[config.mk]
export PLATFORM = sky130hd
export DESIGN_NAME = mc_controller_flat
export DESIGN_NICKNAME = d
export VERILOG_FILES = /design/src/rtl/mc_pkg.sv /design/src/rtl/mc_if.sv /design/src/rtl/mc_alu_decode.sv /design/src/rtl/mc_controller.sv /design/src/flat_wrapper.sv
export SDC_FILE = /design/constraint.sdc
export NUM_CORES = 1
export LEC_CHECK = 0
export BUFFER_PORTS_ARGS = -buffer_cell sky130_fd_sc_hd__buf_2
export CAP_MARGIN = 5
export CORE_MARGIN = 4
export CORE_UTILIZATION = 45
export CTS_CLUSTER_SIZE = 24
export DETAILED_ROUTE_END_ITERATION = 10
export PLACE_DENSITY = 0.71
export SETUP_SLACK_MARGIN = 0.4
export SLEW_MARGIN = 20
export SYNTH_ARGS = -nofsm -noshare
export SYNTH_HDL_FRONTEND = slang
export SYNTH_HIERARCHICAL = 1
export SYNTH_SLANG_ARGS = --single-unit
[constraint.sdc]
create_clock -name clk -period 4.65 [get_ports clk]
set_clock_uncertainty 0.15 [all_clocks]
set_input_delay 0.93 -clock clk [delete_from_list [all_inputs] [get_ports clk]]
set_output_delay 0.93 -clock clk [all_outputs]
set_load 0.05 [all_outputs]
[src/rtl/mc_pkg.sv]
// Shared types and constants for the multi-cycle controller: FSM states,
// opcode classes, opcode encodings, ALU operation codes and B-source selects.
package mc_pkg;

  typedef enum logic [2:0] {
    ST_FETCH,
    ST_DECODE,
    ST_EXEC,
    ST_MEM,
    ST_WB,
    ST_TRAP
  } state_e;

  typedef enum logic [2:0] {
    CL_RTYPE,
    CL_IALU,
    CL_LOAD,
    CL_STORE,
    CL_BRANCH,
    CL_ILLEGAL
  } op_class_e;

  localparam logic [6:0] OP_RTYPE  = 7'b0110011;
  localparam logic [6:0] OP_IALU   = 7'b0010011;
  localparam logic [6:0] OP_LOAD   = 7'b0000011;
  localparam logic [6:0] OP_STORE  = 7'b0100011;
  localparam logic [6:0] OP_BRANCH = 7'b1100011;

  localparam logic [3:0] ALU_AND = 4'b0000;
  localparam logic [3:0] ALU_OR  = 4'b0001;
  localparam logic [3:0] ALU_ADD = 4'b0010;
  localparam logic [3:0] ALU_SUB = 4'b0110;
  localparam logic [3:0] ALU_SLT = 4'b0111;
  localparam logic [3:0] ALU_XOR = 4'b1100;

  localparam logic [1:0] SRCB_REG  = 2'd0;
  localparam logic [1:0] SRCB_IMM  = 2'd1;
  localparam logic [1:0] SRCB_FOUR = 2'd2;

  function automatic op_class_e classify(input logic [6:0] op);
    case (op)
      OP_RTYPE:  return CL_RTYPE;
      OP_IALU:   return CL_IALU;
      OP_LOAD:   return CL_LOAD;
      OP_STORE:  return CL_STORE;
      OP_BRANCH: return CL_BRANCH;
      default:   return CL_ILLEGAL;
    endcase
  endfunction

endpackage

[src/rtl/mc_if.sv]
// Controller bus: instruction fields and status in, memory handshake and
// datapath control strobes out. master = controller side, slave = datapath side.
interface mc_if #(
  parameter int CNT_W = 32
);
  logic [6:0]       opcode;
  logic [2:0]       funct3;
  logic [6:0]       funct7;
  logic             zero;
  logic             mem_ready;
  logic             mem_req;
  logic             mem_we;
  logic             ir_write;
  logic             pc_write;
  logic             pc_src;
  logic [1:0]       alu_src_b;
  logic             reg_write;
  logic             mem2reg;
  logic [3:0]       alu_cc;
  logic             illegal;
  logic             instr_done;
  logic [CNT_W-1:0] retire_cnt;

  modport master (
    input  opcode, funct3, funct7, zero, mem_ready,
    output mem_req, mem_we, ir_write, pc_write, pc_src, alu_src_b,
           reg_write, mem2reg, alu_cc, illegal, instr_done, retire_cnt
  );

  modport slave (
    output opcode, funct3, funct7, zero, mem_ready,
    input  mem_req, mem_we, ir_write, pc_write, pc_src, alu_src_b,
           reg_write, mem2reg, alu_cc, illegal, instr_done, retire_cnt
  );
endinterface

[src/rtl/mc_alu_decode.sv]
// Combinational funct3/funct7 to ALU operation map; SUB only when sub_en_i
// (R-type), undefined funct3 codes fall back to ADD.
module mc_alu_decode
  import mc_pkg::*;
(
  input  logic [2:0] funct3_i,
  input  logic [6:0] funct7_i,
  input  logic       sub_en_i,
  output logic [3:0] alu_cc_o
);

  always_comb begin
    alu_cc_o = ALU_ADD;
    case (funct3_i)
      3'b000:  alu_cc_o = (sub_en_i && funct7_i == 7'b0100000) ? ALU_SUB : ALU_ADD;
      3'b111:  alu_cc_o = ALU_AND;
      3'b110:  alu_cc_o = ALU_OR;
      3'b100:  alu_cc_o = ALU_XOR;
      3'b010:  alu_cc_o = ALU_SLT;
      default: alu_cc_o = ALU_ADD;
    endcase
  end

endmodule

[src/rtl/mc_controller.sv]
// Multi-cycle FETCH/DECODE/EXEC/MEM/WB controller with sticky trap and retire
// counter. Define MC_MEM_TIMEOUT_EN to trap after TIMEOUT_CYCLES stalled requests.
module mc_controller
  import mc_pkg::*;
#(
  parameter int XLEN           = 32,
  parameter int CNT_W          = 32,
  parameter int TIMEOUT_CYCLES = 16
) (
  input logic  clk,
  input logic  reset,
  mc_if.master bus
);

  if (CNT_W > XLEN || CNT_W < 1 || TIMEOUT_CYCLES < 1) begin : g_bad_cfg
    $error("mc_controller: CNT_W must be 1..XLEN and TIMEOUT_CYCLES >= 1");
  end

  state_e           state_q, state_d;
  op_class_e        cls_q, cls_d;
  logic             mem_req_q, mem_req_d, mem_we_q, mem_we_d;
  logic             pc_src_q, pc_src_d, reg_write_q, reg_write_d;
  logic             mem2reg_q, mem2reg_d, illegal_q, illegal_d;
  logic [1:0]       srcb_q, srcb_d;
  logic [3:0]       alu_cc_q, alu_cc_d, dec_cc;
  logic [CNT_W-1:0] cnt_q, cnt_d;
  logic             mem_xfer, tmo_hit, branch_exec, ir_write, instr_done;

  // The class is latched in DECODE so later states do not depend on the IR.
  assign cls_d    = (state_q == ST_DECODE) ? classify(bus.opcode) : cls_q;
  assign mem_xfer = mem_req_q & bus.mem_ready;

  mc_alu_decode u_alu_decode (
    .funct3_i (bus.funct3),
    .funct7_i (bus.funct7),
    .sub_en_i (cls_d == CL_RTYPE),
    .alu_cc_o (dec_cc)
  );

`ifdef MC_MEM_TIMEOUT_EN
  localparam int TMO_W = $clog2(TIMEOUT_CYCLES + 1);
  logic             mem_stall;
  logic [TMO_W-1:0] tmo_q;

  assign mem_stall = mem_req_q & ~bus.mem_ready;
  assign tmo_hit   = mem_stall && (tmo_q == TMO_W'(TIMEOUT_CYCLES - 1));

  always_ff @(posedge clk) begin
    if (!reset)                   tmo_q <= '0;
    else if (mem_stall && !tmo_hit) tmo_q <= tmo_q + TMO_W'(1);
    else                          tmo_q <= '0;
  end
`else
  assign tmo_hit = 1'b0;
`endif

  always_comb begin
    state_d = state_q;
    case (state_q)
      ST_FETCH:  if (mem_xfer) state_d = ST_DECODE;
      ST_DECODE: state_d = (cls_d == CL_ILLEGAL) ? ST_TRAP : ST_EXEC;
      ST_EXEC: begin
        case (cls_q)
          CL_RTYPE, CL_IALU: state_d = ST_WB;
          CL_LOAD, CL_STORE: state_d = ST_MEM;
          default:           state_d = ST_FETCH;
        endcase
      end
      ST_MEM:    if (mem_xfer) state_d = (cls_q == CL_LOAD) ? ST_WB : ST_FETCH;
      ST_WB:     state_d = ST_FETCH;
      ST_TRAP:   state_d = ST_TRAP;
      default:   state_d = ST_FETCH;
    endcase
    if (tmo_hit) state_d = ST_TRAP;
  end

  // Moore outputs are computed for the state being entered and registered.
  always_comb begin
    mem_req_d   = (state_d == ST_FETCH) || (state_d == ST_MEM);
    mem_we_d    = (state_d == ST_MEM) && (cls_d == CL_STORE);
    pc_src_d    = (state_d == ST_EXEC) && (cls_d == CL_BRANCH);
    reg_write_d = (state_d == ST_WB);
    mem2reg_d   = (state_d == ST_WB) && (cls_d == CL_LOAD);
    illegal_d   = (state_d == ST_TRAP);
    srcb_d      = SRCB_REG;
    alu_cc_d    = ALU_ADD;
    if (state_d == ST_FETCH) begin
      srcb_d = SRCB_FOUR;
    end else if (state_d == ST_EXEC) begin
      case (cls_d)
        CL_RTYPE:          alu_cc_d = dec_cc;
        CL_IALU: begin
          srcb_d   = SRCB_IMM;
          alu_cc_d = dec_cc;
        end
        CL_LOAD, CL_STORE: srcb_d = SRCB_IMM;
        CL_BRANCH:         alu_cc_d = ALU_SUB;
        default:           alu_cc_d = ALU_ADD;
      endcase
    end
  end

  assign branch_exec = (state_q == ST_EXEC) && (cls_q == CL_BRANCH);
  assign ir_write    = (state_q == ST_FETCH) && mem_xfer;
  assign instr_done  = (state_q == ST_WB) || branch_exec ||
                       ((state_q == ST_MEM) && (cls_q == CL_STORE) && mem_xfer);
  assign cnt_d       = cnt_q + CNT_W'(instr_done);

  always_ff @(posedge clk) begin
    if (!reset) begin
      state_q     <= ST_FETCH;
      cls_q       <= CL_ILLEGAL;
      mem_req_q   <= 1'b0;
      mem_we_q    <= 1'b0;
      pc_src_q    <= 1'b0;
      reg_write_q <= 1'b0;
      mem2reg_q   <= 1'b0;
      illegal_q   <= 1'b0;
      srcb_q      <= SRCB_REG;
      alu_cc_q    <= ALU_ADD;
      cnt_q       <= '0;
    end else begin
      state_q     <= state_d;
      cls_q       <= cls_d;
      mem_req_q   <= mem_req_d;
      mem_we_q    <= mem_we_d;
      pc_src_q    <= pc_src_d;
      reg_write_q <= reg_write_d;
      mem2reg_q   <= mem2reg_d;
      illegal_q   <= illegal_d;
      srcb_q      <= srcb_d;
      alu_cc_q    <= alu_cc_d;
      cnt_q       <= cnt_d;
    end
  end

  assign bus.mem_req    = mem_req_q;
  assign bus.mem_we     = mem_we_q;
  assign bus.ir_write   = ir_write;
  assign bus.pc_write   = ir_write | (branch_exec & bus.zero);
  assign bus.pc_src     = pc_src_q;
  assign bus.alu_src_b  = srcb_q;
  assign bus.reg_write  = reg_write_q;
  assign bus.mem2reg    = mem2reg_q;
  assign bus.alu_cc     = alu_cc_q;
  assign bus.illegal    = illegal_q;
  assign bus.instr_done = instr_done;
  assign bus.retire_cnt = cnt_q;

endmodule

[src/flat_wrapper.sv]
// flat-port wrapper written by rule: the top's interface ports become plain ports
module mc_controller_flat import mc_pkg::*;
#(
  parameter int XLEN           = 32,
  parameter int CNT_W          = 32,
  parameter int TIMEOUT_CYCLES = 16
)
  (clk, reset, bus_opcode, bus_funct3, bus_funct7, bus_zero, bus_mem_ready, bus_mem_req, bus_mem_we, bus_ir_write, bus_pc_write, bus_pc_src, bus_alu_src_b, bus_reg_write, bus_mem2reg, bus_alu_cc, bus_illegal, bus_instr_done, bus_retire_cnt);
  mc_if #(.CNT_W(CNT_W)) bus_i ();
  input logic clk;
  input logic reset;
  input wire logic [$bits(bus_i.opcode)-1:0] bus_opcode;
  input wire logic [$bits(bus_i.funct3)-1:0] bus_funct3;
  input wire logic [$bits(bus_i.funct7)-1:0] bus_funct7;
  input wire logic [$bits(bus_i.zero)-1:0] bus_zero;
  input wire logic [$bits(bus_i.mem_ready)-1:0] bus_mem_ready;
  output wire logic [$bits(bus_i.mem_req)-1:0] bus_mem_req;
  output wire logic [$bits(bus_i.mem_we)-1:0] bus_mem_we;
  output wire logic [$bits(bus_i.ir_write)-1:0] bus_ir_write;
  output wire logic [$bits(bus_i.pc_write)-1:0] bus_pc_write;
  output wire logic [$bits(bus_i.pc_src)-1:0] bus_pc_src;
  output wire logic [$bits(bus_i.alu_src_b)-1:0] bus_alu_src_b;
  output wire logic [$bits(bus_i.reg_write)-1:0] bus_reg_write;
  output wire logic [$bits(bus_i.mem2reg)-1:0] bus_mem2reg;
  output wire logic [$bits(bus_i.alu_cc)-1:0] bus_alu_cc;
  output wire logic [$bits(bus_i.illegal)-1:0] bus_illegal;
  output wire logic [$bits(bus_i.instr_done)-1:0] bus_instr_done;
  output wire logic [$bits(bus_i.retire_cnt)-1:0] bus_retire_cnt;
  assign bus_i.opcode = bus_opcode;
  assign bus_i.funct3 = bus_funct3;
  assign bus_i.funct7 = bus_funct7;
  assign bus_i.zero = bus_zero;
  assign bus_i.mem_ready = bus_mem_ready;
  assign bus_mem_req = bus_i.mem_req;
  assign bus_mem_we = bus_i.mem_we;
  assign bus_ir_write = bus_i.ir_write;
  assign bus_pc_write = bus_i.pc_write;
  assign bus_pc_src = bus_i.pc_src;
  assign bus_alu_src_b = bus_i.alu_src_b;
  assign bus_reg_write = bus_i.reg_write;
  assign bus_mem2reg = bus_i.mem2reg;
  assign bus_alu_cc = bus_i.alu_cc;
  assign bus_illegal = bus_i.illegal;
  assign bus_instr_done = bus_i.instr_done;
  assign bus_retire_cnt = bus_i.retire_cnt;
  mc_controller #(.XLEN(XLEN), .CNT_W(CNT_W), .TIMEOUT_CYCLES(TIMEOUT_CYCLES)) u_core (.clk(clk), .reset(reset), .bus(bus_i));
endmodule
==> reports/metrics.cfg <==
[routing]
vias_per_cell=5.59
dr.pass1.iters=6
wl_met1_um=2580
wl_met3_um=426
drt_wl_total_um=5630
wl_met2_um=2570
wire_per_inst_um=13.5
num_vias=2325
drc=0
first_iter_violations=140
top_layer_used=met4
drtAntennaViolNets=0

[worst_setup_path]
timing.rr.end=u_core/bus.retire_cnt[28]
ff2ff_path_depth=9
endpoint_kind=flip-flop
rrSetupSlack_ns=0.97
cp-start-kind=primary input
worstPathRequired_ns=4.71
critPathArrivalTime_ns=3.78
rr_startpoint=u_core/state_q[0]
path_max_fanout=8
critPathKind=primary input to flip-flop

[grt]
grt_pass1_wl_um=8990
antenna_found_initial=0
grt_overflow=0
grtUsageTotal_pct=17.3
first_global_vias=1999
grt_start_max_net_pins=35

[cts]
cts_tree=done
cts_resized=0
cts_max_level=2
cts_root_buffer=clkbuf_8
clockBufferDepth=2
cts_buffers=5
postCtsHoldBufs=0
clkSinkCount=50
cts_setup_buffers=0
clk_pin_slew_ns=0.09
clk_latency_ns=0.30

[power]
p_switching_mw=0.193
ir_worst_vdd_mv=0.140
p_leak_nw=1.13
powerDensity_nw_per_um2=295
p_seq_share_pct=50.9
swShare_pct=22.4
intPower_mw=0.669
combinationalPowerShare_pct=7.5
clkPwrFrac_pct=41.5

[timing]
worst_pin_slew_ns=0.942
setup_viol=0
period_share_pct=80.1
finalHoldViolCount=0
report.final.slew_viol_count=0
rsz0062_at_grt=no
setup_tns_ns=0
slew_headroom_pct=36.8
max_freq_mhz=269
period_minus_slack_ns=3.72
setup_slack_ns=0.926

[floorplan]
placement_rows=26
die_height_um=81.2
die_width_um=81.2
start_util_pct=46.9
ioPinCount=68
dieArea_um2=6600
fp.coreArea_um2=5140

[min_path]
min_from=u_core/cls_q[0]
hold_class=flip-flop to flip-flop
whs_path_depth=1
whs_endpoint=u_core/bus.mem2reg

[synthesis]
synth-xor-area-share_pct=5.08
syn_area_um2=2410
synthMuxAreaShare_pct=0
ys_ff_latch=50
synth_fp_nets=309
synth_top_family_by_area=simple AND/OR/NAND/NOR gates
ys_async_sr_fraction_pct=0
yosys_most_used_dff=dfxtp_1
syn_inst=286
synth_area_per_cell_um2=8.43
synth_compound_area_share_pct=17.5
synth_simple_gate_area_share_pct=30.0
ys_seq_area_share_pct=41.5
synthAdderAreaFrac_pct=1.04
synth.distinct_cells=49
synth_enable_flop_cells=0
yosys_warnings=6

[placement]
dpl_worst_slack_ns=0.627
numPortBuffers=67
dp_hpwl_um=4140
numPlacedInstances=408
gp_congestion=0.821

[final_layout]
areaGrowthSynthToFinish_pct=21.0
multi_input_area_um2=1300
drive_gt1_share_pct=25.4
nNetsFinal=368
final_cells=416
regArea_um2=1000
n_fill_cell=495
num_antenna_cells=0

[job]
max_cap_viol_count=0

[status]
outcome=complete, no violations

## layer usage
layer | global-route usage [%] | up-vias
li1 | - | 1174
met1 | 21.7 | 1075
met2 | 28.4 | 71
met3 | 4.55 | 5
met4 | 6.59 | 0
met5 | 0 | -
## cell usage after synthesis (3+ instances only)
| library cell | instances | area, um2 |
|---|---|---|
| o21ai_0 | 11 | 55.1 |
| or3_1 | 5 | 31.3 |
| or4_1 | 14 | 105 |
| nand4_1 | 10 | 62.6 |
| clkbuf_1 | 11 | 41.3 |
| nand2_1 | 15 | 56.3 |
| xnor2_1 | 5 | 43.8 |
| nand3_1 | 10 | 50.1 |
| o31ai_1 | 12 | 90.1 |
| buf_2 | 4 | 20.0 |
| dfxtp_1 | 50 | 1000 |
| a211oi_1 | 3 | 22.5 |
| and2_1 | 3 | 18.8 |
| nor2_1 | 25 | 93.8 |
| a21oi_1 | 25 | 125 |
| nor3_1 | 7 | 35.0 |
| xor2_1 | 9 | 78.8 |
| nor4_1 | 6 | 37.5 |
| or2_2 | 4 | 25.0 |
| and4_1 | 4 | 35.0 |
| inv_1 | 14 | 52.6 |
| nor2b_1 | 3 | 18.8 |
## power groups by stage
stage	registers, mW	clock network, mW	logic [mW]
finish	0.439	0.358	0.0649
global route	0.440	0.382	0.0700
CTS	0.438	0.366	0.0653
detailed placement	0.448	0	0.0652
global placement	0.448	0	0.0638
floorplan	0.455	0	0.0382
## worst max-delay path, cell delays in order
cell and delay [ns]:
buf_2 0.13, nand3_1 0.13, or4_1 0.56, o22ai_2 0.18, ha_1 0.22, ha_1 0.23
nand4_1 0.30, or3_1 0.53, or4_1 0.41, a21oi_1 0.15
## stage by stage
step	hold WS [ns]	instance area (um2)	power [mW]	util [%]
floorplan	0.274	2420	0.493	-
global placement	0.312	2780	0.512	54.1
detailed placement	0.315	2780	0.514	54.1
CTS	0.326	2920	0.870	56.8
global route	0.354	2920	0.891	56.8
finish	0.331	2920	0.861	56.8
## state kept, by name (all words and copies together), names as in the netlist, 2 cells and up
register and flops:
u_core/bus.retire_cnt 32, u_core/bus.alu_cc 4, u_core/state_q 3, u_core/cls_q 3, u_core/bus.alu_src_b 2
## kinds of logic (layout without fill, tap and decap cells)
family | Yosys count | after routing
AND/OR/NAND/NOR | 123 | 123
AO/OA/AOI/OAI | 67 | 67
flip-flops | 50 | 50
buffers and inverters | 30 | 90
XOR/XNOR | 14 | 14
adder cells (fa/ha/maj) | 2 | 2
## worst max path at each step
stage          cells after the start     startpoint  slack [ns]                         to
4_1_cts                           10  bus_mem_ready        0.92  u_core/bus.retire_cnt[28]
5_1_grt                           10  bus_mem_ready        0.75  u_core/bus.retire_cnt[30]
3_5_place_dp                      10  bus_mem_ready        0.63  u_core/bus.retire_cnt[28]
6_report                          10  bus_mem_ready        0.93  u_core/bus.retire_cnt[28]
3_3_place_gp                      10  bus_mem_ready        0.78  u_core/bus.retire_cnt[26]
2_1_floorplan                      9  bus_mem_ready        0.62  u_core/bus.retire_cnt[30]
## placed cells by master (no fill, tap or decap), types with 3 or more instances in the layout
master | netlist | layout
xnor2_1 | 5 | 5
nor4_1 | 6 | 6
a21oi_1 | 25 | 25
clkbuf_8 | 0 | 5
nand2_1 | 15 | 15
nand4_1 | 10 | 10
nor2b_1 | 3 | 3
o21ai_0 | 11 | 11
a211oi_1 | 3 | 3
xor2_1 | 9 | 9
buf_2 | 4 | 67
nand3_1 | 10 | 10
or3_1 | 5 | 5
and2_1 | 3 | 3
o31ai_1 | 12 | 12
or2_2 | 4 | 4
inv_1 | 14 | 14
dfxtp_1 | 50 | 50
nor3_1 | 7 | 7
nor2_1 | 25 | 25
or4_1 | 14 | 14
and4_1 | 4 | 4
## area by class of cell
cell class / count / share of cell area, %
clock buffer: 5 / 2.36
clock inverter: 3 / 2.36
inverter: 15 / 1.93
multi-input combinational: 206 / 44.6
sequential: 50 / 34.3
tap: 70 / 3.00
timing repair buffer: 67 / 11.5
(Power assumes the default switching activity.)
